### config.mk
export PLATFORM = sky130hd
export DESIGN_NAME = exe_stage_pipe
export DESIGN_NICKNAME = d
export VERILOG_FILES = /design/src/rtl/exe_stage_pipe.sv
export SDC_FILE = /design/constraint.sdc
export NUM_CORES = 2
export LEC_CHECK = 0
export CAP_MARGIN = 20
export CORE_MARGIN = 8
export CORE_UTILIZATION = 60
export DETAILED_ROUTE_END_ITERATION = 7
export DONT_BUFFER_PORTS = 1
export MAX_ROUTING_LAYER = met4
export PLACE_DENSITY = 0.76
export SYNTH_ARGS = -nofsm -noshare
export SYNTH_HDL_FRONTEND = slang
export SYNTH_SLANG_ARGS = --single-unit
### constraint.sdc
create_clock -name clock -period 9.6 [get_ports clock]
set_input_delay 2.88 -clock clock [delete_from_list [all_inputs] [get_ports clock]]
set_output_delay 2.88 -clock clock [all_outputs]
set_load 0.01 [all_outputs]
### src/rtl/exe_stage_pipe.sv
// Y86 execute stage: computes valE and the cmov/jXX condition, owns the CC register,
// runs an iterative shift-add multiply and registers results into the E->M boundary.
module exe_stage_pipe #(
    parameter int WIDTH      = 64,
    parameter int STACK_STEP = 8,
    parameter bit MUL_EN     = 1'b1
) (
    input  logic             clock,
    input  logic             reset_n,
    input  logic             in_valid,
    output logic             in_ready,
    input  logic [3:0]       in_icode,
    input  logic [3:0]       in_ifun,
    input  logic [WIDTH-1:0] in_val_a,
    input  logic [WIDTH-1:0] in_val_b,
    input  logic [WIDTH-1:0] in_val_c,
    input  logic             in_cc_en,
    input  logic             in_flush,
    output logic             out_valid,
    input  logic             out_ready,
    output logic [3:0]       out_icode,
    output logic [WIDTH-1:0] out_val_e,
    output logic             out_cnd,
    output logic [2:0]       out_cc,
    output logic             busy
);
    localparam int               CNT_W    = (WIDTH > 1) ? $clog2(WIDTH) : 1;
    localparam logic [CNT_W-1:0] CNT_LAST = CNT_W'(WIDTH - 1);
    localparam logic [WIDTH-1:0] ZERO     = {WIDTH{1'b0}};
    localparam logic [WIDTH-1:0] STEP     = WIDTH'(STACK_STEP);

    typedef enum logic [1:0] {
        S_IDLE = 2'd0,
        S_MUL  = 2'd1,
        S_DONE = 2'd2
    } state_t;

    state_t           state_q, state_d;
    logic             valid_q, valid_d;
    logic [3:0]       icode_q, icode_d;
    logic [WIDTH-1:0] val_e_q, val_e_d;
    logic             cnd_q, cnd_d;
    logic [2:0]       cc_q, cc_d;
    logic [WIDTH-1:0] mcand_q, mcand_d;
    logic [WIDTH-1:0] mplier_q, mplier_d;
    logic [WIDTH-1:0] acc_q, acc_d;
    logic [CNT_W-1:0] cnt_q, cnt_d;
    logic             mul_cc_en_q, mul_cc_en_d;

    logic [WIDTH-1:0] alu_res_s;
    logic             alu_of_s;
    logic             alu_ok_s;
    logic [WIDTH-1:0] val_e_s;
    logic             cnd_s;
    logic             is_op_s;
    logic             is_mul_s;
    logic             accept_s;

    function automatic logic [2:0] flags_f(input logic [WIDTH-1:0] res, input logic ovf);
        return {(res == ZERO), res[WIDTH-1], ovf};
    endfunction

    function automatic logic cond_f(input logic [3:0] fn, input logic [2:0] cc);
        logic zf;
        logic lt;
        logic r;
        zf = cc[2];
        lt = cc[1] ^ cc[0];
        case (fn)
            4'h0:    r = 1'b1;
            4'h1:    r = lt | zf;
            4'h2:    r = lt;
            4'h3:    r = zf;
            4'h4:    r = ~zf;
            4'h5:    r = ~lt;
            4'h6:    r = ~lt & ~zf;
            default: r = 1'b0;
        endcase
        return r;
    endfunction

    assign in_ready = (state_q == S_IDLE) & ~in_flush & (~valid_q | out_ready);
    assign accept_s = in_valid & in_ready;
    assign is_op_s  = (in_icode == 4'h6);
    assign is_mul_s = MUL_EN & is_op_s & (in_ifun == 4'h4);
    assign cnd_s    = ((in_icode == 4'h2) || (in_icode == 4'h7)) ? cond_f(in_ifun, cc_q) : 1'b0;

    // Single-cycle OPq ALU; fun 4 is handled by the multiply FSM, not here.
    always_comb begin
        alu_res_s = ZERO;
        alu_of_s  = 1'b0;
        alu_ok_s  = 1'b1;
        case (in_ifun)
            4'h0: begin
                alu_res_s = in_val_b + in_val_a;
                alu_of_s  = (in_val_a[WIDTH-1] == in_val_b[WIDTH-1]) &&
                            (alu_res_s[WIDTH-1] != in_val_b[WIDTH-1]);
            end
            4'h1: begin
                alu_res_s = in_val_b - in_val_a;
                alu_of_s  = (in_val_a[WIDTH-1] != in_val_b[WIDTH-1]) &&
                            (alu_res_s[WIDTH-1] != in_val_b[WIDTH-1]);
            end
            4'h2:    alu_res_s = in_val_b & in_val_a;
            4'h3:    alu_res_s = in_val_b ^ in_val_a;
            default: alu_ok_s  = 1'b0;
        endcase
    end

    // valE selection by instruction class.
    always_comb begin
        val_e_s = ZERO;
        case (in_icode)
            4'h2:       val_e_s = in_val_a;
            4'h3:       val_e_s = in_val_c;
            4'h4, 4'h5: val_e_s = in_val_b + in_val_c;
            4'h6:       val_e_s = alu_res_s;
            4'h8, 4'hA: val_e_s = in_val_b - STEP;
            4'h9, 4'hB: val_e_s = in_val_b + STEP;
            default:    val_e_s = ZERO;
        endcase
    end

    // Next-state logic: accept, multiply iteration, completion, flush override.
    always_comb begin
        state_d     = state_q;
        valid_d     = valid_q;
        icode_d     = icode_q;
        val_e_d     = val_e_q;
        cnd_d       = cnd_q;
        cc_d        = cc_q;
        mcand_d     = mcand_q;
        mplier_d    = mplier_q;
        acc_d       = acc_q;
        cnt_d       = cnt_q;
        mul_cc_en_d = mul_cc_en_q;

        if (valid_q && out_ready) begin
            valid_d = 1'b0;
        end else begin
            valid_d = valid_q;
        end

        case (state_q)
            S_IDLE: begin
                if (accept_s && is_mul_s) begin
                    state_d     = S_MUL;
                    mcand_d     = in_val_b;
                    mplier_d    = in_val_a;
                    acc_d       = ZERO;
                    cnt_d       = {CNT_W{1'b0}};
                    mul_cc_en_d = in_cc_en;
                end else if (accept_s) begin
                    valid_d = 1'b1;
                    icode_d = in_icode;
                    val_e_d = val_e_s;
                    cnd_d   = cnd_s;
                    if (is_op_s && alu_ok_s && in_cc_en) begin
                        cc_d = flags_f(alu_res_s, alu_of_s);
                    end else begin
                        cc_d = cc_q;
                    end
                end else begin
                    state_d = S_IDLE;
                end
            end
            S_MUL: begin
                acc_d    = mplier_q[0] ? (acc_q + mcand_q) : acc_q;
                mcand_d  = mcand_q << 1;
                mplier_d = mplier_q >> 1;
                cnt_d    = cnt_q + CNT_W'(1);
                if (cnt_q == CNT_LAST) begin
                    state_d = S_DONE;
                end else begin
                    state_d = S_MUL;
                end
            end
            S_DONE: begin
                // Wait here while an older result is still stalled downstream.
                if (!valid_q || out_ready) begin
                    valid_d = 1'b1;
                    icode_d = 4'h6;
                    val_e_d = acc_q;
                    cnd_d   = 1'b0;
                    state_d = S_IDLE;
                    if (mul_cc_en_q) begin
                        cc_d = flags_f(acc_q, 1'b0);
                    end else begin
                        cc_d = cc_q;
                    end
                end else begin
                    state_d = S_DONE;
                end
            end
            default: state_d = S_IDLE;
        endcase

        if (in_flush) begin
            valid_d = 1'b0;
            state_d = S_IDLE;
            cc_d    = cc_q;
        end else begin
            state_d = state_d;
        end
    end

    // State registers with synchronous active-low reset.
    always_ff @(posedge clock) begin
        if (!reset_n) begin
            state_q     <= S_IDLE;
            valid_q     <= 1'b0;
            icode_q     <= 4'h0;
            val_e_q     <= ZERO;
            cnd_q       <= 1'b0;
            cc_q        <= 3'b100;
            mcand_q     <= ZERO;
            mplier_q    <= ZERO;
            acc_q       <= ZERO;
            cnt_q       <= {CNT_W{1'b0}};
            mul_cc_en_q <= 1'b0;
        end else begin
            state_q     <= state_d;
            valid_q     <= valid_d;
            icode_q     <= icode_d;
            val_e_q     <= val_e_d;
            cnd_q       <= cnd_d;
            cc_q        <= cc_d;
            mcand_q     <= mcand_d;
            mplier_q    <= mplier_d;
            acc_q       <= acc_d;
            cnt_q       <= cnt_d;
            mul_cc_en_q <= mul_cc_en_d;
        end
    end

    assign out_valid = valid_q;
    assign out_icode = icode_q;
    assign out_val_e = val_e_q;
    assign out_cnd   = cnd_q;
    assign out_cc    = cc_q;
    assign busy      = (state_q != S_IDLE);

endmodule

==> impl_metrics.csv <==
group,metric,value,unit
outcome,run_status,"finished clean",
sta,final-max-slew-violation-count,0,
power,total_power_divided_by_cell_area,116,nW/um2
layout,num-nets-final,5353,
hold_path,worst_hold_path_type,"reg2reg",
floorplanning,area_of_the_core,57700,um2
placed_design,globalplace.congestion,1.18,
clock_tree,worstSkewPairLatency,0.59,ns
layout,area.growth.synth_to_final,3.79,%
clock_tree,ctsRootBufferMaster,"clkbuf_16",
routing,detailroute.via_count,41795,
critical_path,r2r_setup_slack,5.24,ns
layout,number_of_fill_cells_in_the_layout,5438,
critical_path,crit_required,10.11,ns
global_routing,grt_first_pass_wirelength,244,mm
sta,totalNegativeSetupSlack,0,ns
clock_tree,post_cts_buffers,0,
sta,setup_viol_count_final,0,
routing,avgViaCountPerCell,7.43,
routing,drt_drc_violations_left,0,
critical_path,timing.setup.critical_path_class,"in2reg",
logic_synthesis,area_of_the_mapped_netlist,35000,um2
logic_synthesis,synth_warnings,0,
logic_synthesis,synth_edf_count,0,
critical_path,critical_path.startpoint_type,"input port",
critical_path,timing.critical_path.fanout_max,15,
layout,leading_cell_types_in_the_layout_fill_and_taps_excluded,"613 x nand2_1, 497 x a21oi_1, 486 x nor2_1, 371 x o21ai_0, 314 x ha_1",
routing,totalWireLength,167,mm
critical_path,critical_path.cell_chain,"inv_1, ha_1, nand3_1, nor2_4, o211ai_4, a2111oi_1, nor3_2, a311oi_1, nand3b_1, nor4_1, nand4_1, nor4_1, nand4_1, o31ai_2",
placed_design,dpl_cell_area,35200,um2
sta,rsz0062_at_grt,"no",
run,timing.max_cap.violations,0,
floorplanning,die_height,258,um
power,irDropWorstVdd,0.000143,V
layout,proportion_of_layout_cells_with_a_drive_suffix_above_1,0.0472,
routing,drt-initial-drc-count,6219,
floorplanning,rows,88,
global_routing,grt_pass1_vias,37872,
global_routing,grt_antenna_before_repair,5,
clock_tree,cts_buffers,34,
power,sw_power,1710,uW
sta,hold_viol,0,
placed_design,port_buffers,0,
power,combinational_power_share,0.385,
clock_tree,ctsHoldBuffers,0,
global_routing,grt_use_total,0.485,
power,swShare,0.405,
clock_tree,h-tree-depth,2,
sta,hold_ws,0.467,ns
power,power.share.clock,0.325,
global_routing,grt_overflow,0,
logic_synthesis,asyncSetResetFlopFracSynth,0,
power,pwr-share-seq,0.290,
clock_tree,clk_path_buf_depth,3,
clock_tree,cts_tree,"done",
floorplanning,die_area,66300,um2
logic_synthesis,ys_seq_area_frac,0.157,
layout,layout_commonest_cell,"nand2_1",
logic_synthesis,synth_cell_type_count,108,
floorplanning,initial_utilization,0.607,
power,leakagePower,0.0146,uW
sta,final.period_utilization,0.786,
power,power.internal,2510,uW
logic_synthesis,postSynthCellCount,5075,
sta,clock-skew-final,0.0287,ns
clock_tree,cts_resized,0,
global_routing,grt_max_degree,108,
critical_path,critical-path-slowest-cell,"a2111oi_1",
placed_design,dp.cells,5556,
logic_synthesis,mappedNetlistNets,5600,
floorplanning,num_io_pins,281,
routing,dr.pass1.iters,8,
routing,route.detailed.wl_per_inst,29.7,um
routing,drt.antenna.violating_nets,0,
floorplanning,die_width,258,um
layout,final_design_area_no_fill,36300,um2
placed_design,dp_hpwl,127,mm
sta,timing.fmax,133,MHz
clock_tree,cts_sinks,274,
logic_synthesis,postSynthAreaPerCell,6.90,um2
layout,instances_no_fill,5627,
logic_synthesis,synth.ff_latch_count,274,
logic_synthesis,synth-main-ff-cell,"dfxtp_1",
sta,max-slew-margin-rel,0.0311,
sta,worst-slew-pin-transition,1.45,ns
clock_tree,clkTransAtPathRegs,0.06,ns
critical_path,data_arrival_time_of_the_critical_path,8.05,ns
sta,fin_crit,7.55,ns
critical_path,cp_slowest_stage_delay,1.11,ns
critical_path,kind_of_capture_point_of_the_worst_setup_path,"flop",
## cell usage after synthesis (13+ instances only)
| library cell | instances | share of area |
|---|---|---|
| a311oi_1 | 71 | 0.018 |
| o21bai_1 | 66 | 0.014 |
| a21oi_1 | 497 | 0.071 |
| a21o_1 | 160 | 0.034 |
| a22oi_1 | 34 | 0.0073 |
| nor2b_1 | 51 | 0.0091 |
| o221ai_1 | 21 | 0.0053 |
| xnor2_1 | 120 | 0.030 |
| a41oi_1 | 14 | 0.0035 |
| buf_1 | 17 | 0.0018 |
| or3_1 | 15 | 0.0027 |
| nand3_1 | 128 | 0.018 |
| o211ai_1 | 129 | 0.028 |
| dfxtp_1 | 274 | 0.16 |
| o22ai_1 | 23 | 0.0041 |
| mux2i_1 | 39 | 0.011 |
| nor4_1 | 84 | 0.015 |
| and2_1 | 23 | 0.0041 |
| and3_1 | 47 | 0.0084 |
| inv_1 | 191 | 0.020 |
| nor2_1 | 488 | 0.052 |
| nand2b_1 | 43 | 0.0077 |
| o21ai_1 | 13 | 0.0019 |
| nor3_1 | 116 | 0.017 |
| clkbuf_1 | 271 | 0.029 |
| nand3b_1 | 13 | 0.0028 |
| buf_2 | 34 | 0.0049 |
| a2111oi_0 | 18 | 0.0045 |
| a221oi_1 | 64 | 0.016 |
| nand2_1 | 614 | 0.066 |
| o21a_1 | 42 | 0.0090 |
| xor2_1 | 68 | 0.017 |
| or2_2 | 30 | 0.0054 |
| a211oi_1 | 60 | 0.013 |
| a222oi_1 | 38 | 0.011 |
| a211o_1 | 15 | 0.0038 |
| o31a_1 | 15 | 0.0038 |
| o21ai_0 | 371 | 0.053 |
| nand4_1 | 77 | 0.014 |
| ha_1 | 314 | 0.11 |
| a31oi_1 | 56 | 0.010 |
| o31ai_1 | 49 | 0.011 |
## per-layer routing
| layer | track usage | wire length [um] | up-vias |
|---|---|---|---|
| met5 | - | 0 | - |
| met4 | 0.423 | 18700 | 0 |
| met3 | 0.163 | 24100 | 943 |
| met2 | 0.679 | 66500 | 3245 |
| met1 | 0.549 | 57700 | 19061 |
| li1 | - | - | 18546 |
## metrics by stage
| stage | power, uW | util | worst slack (ns) |
|---|---|---|---|
| floorplan | 2370 | - | 1.40 |
| global placement | 2770 | 0.609 | 1.86 |
| detailed placement | 2780 | 0.609 | 2.07 |
| CTS | 4130 | 0.629 | 2.64 |
| global route | 4360 | 0.630 | 2.01 |
| finish | 4220 | 0.630 | 2.05 |
## layout make-up
| class | count | area (um2) | area share |
|---|---|---|---|
| clock inverters | 15 | 156 | 0.00430 |
| clock buffers | 46 | 997 | 0.0274 |
| repair buffers | 50 | 390 | 0.0107 |
| diodes | 9 | 22.5 | 0.000620 |
| inverters | 195 | 737 | 0.0203 |
| flip-flops and latches | 274 | 5490 | 0.151 |
| well taps | 765 | 957 | 0.0263 |
| multi-input cells | 4273 | 27600 | 0.759 |
## critical path: cells and delay by family
kind / cells / cell delay [ns]
AND/OR/NAND/NOR: 8 / 2.72
AO/OA/AOI/OAI: 4 / 1.82
buffers and inverters: 1 / 0.03
adder cells (fa/ha/maj): 1 / 0.60
## power by group through the flow
stage	registers (uW)	clock network, uW	logic, uW
after global routing	1230	1420	1720
after global placement	1250	0	1520
after detailed placement	1250	0	1530
after floorplan	1230	0	1140
after CTS	1220	1370	1540
final	1230	1370	1620
## registers in the layout, indices dropped and copies added, names as in the netlist, 2 cells and up
register   flops
mplier_q      64
out_val_e     64
out_cc         3
cnt_q          6
mcand_q       64
acc_q         64
out_icode      4
state_q        2
## logic make-up after synthesis
group                      synth area share
muxes                                0.0134
buffers and inverters                0.0589
AOI/OAI and AO/OA                     0.370
DFF                                   0.157
xor gates and xnor gates             0.0470
and+or+nand+nor                       0.239
adders and majority gates             0.115
## final timing paths
path	end	depth (start not counted)	start
min	mplier_q[63]$_SDFFE_PN0P_	2	mplier_q[63]$_SDFFE_PN0P_
max reg2reg	out_cc[2]$_SDFFE_PN1P_	12	state_q[0]$_SDFFE_PP0P_
max	out_cc[2]$_SDFFE_PN1P_	14	in_val_a[12]
min reg2reg	mplier_q[63]$_SDFFE_PN0P_	2	mplier_q[63]$_SDFFE_PN0P_
Note: power is estimated with default switching activity, not from simulation.
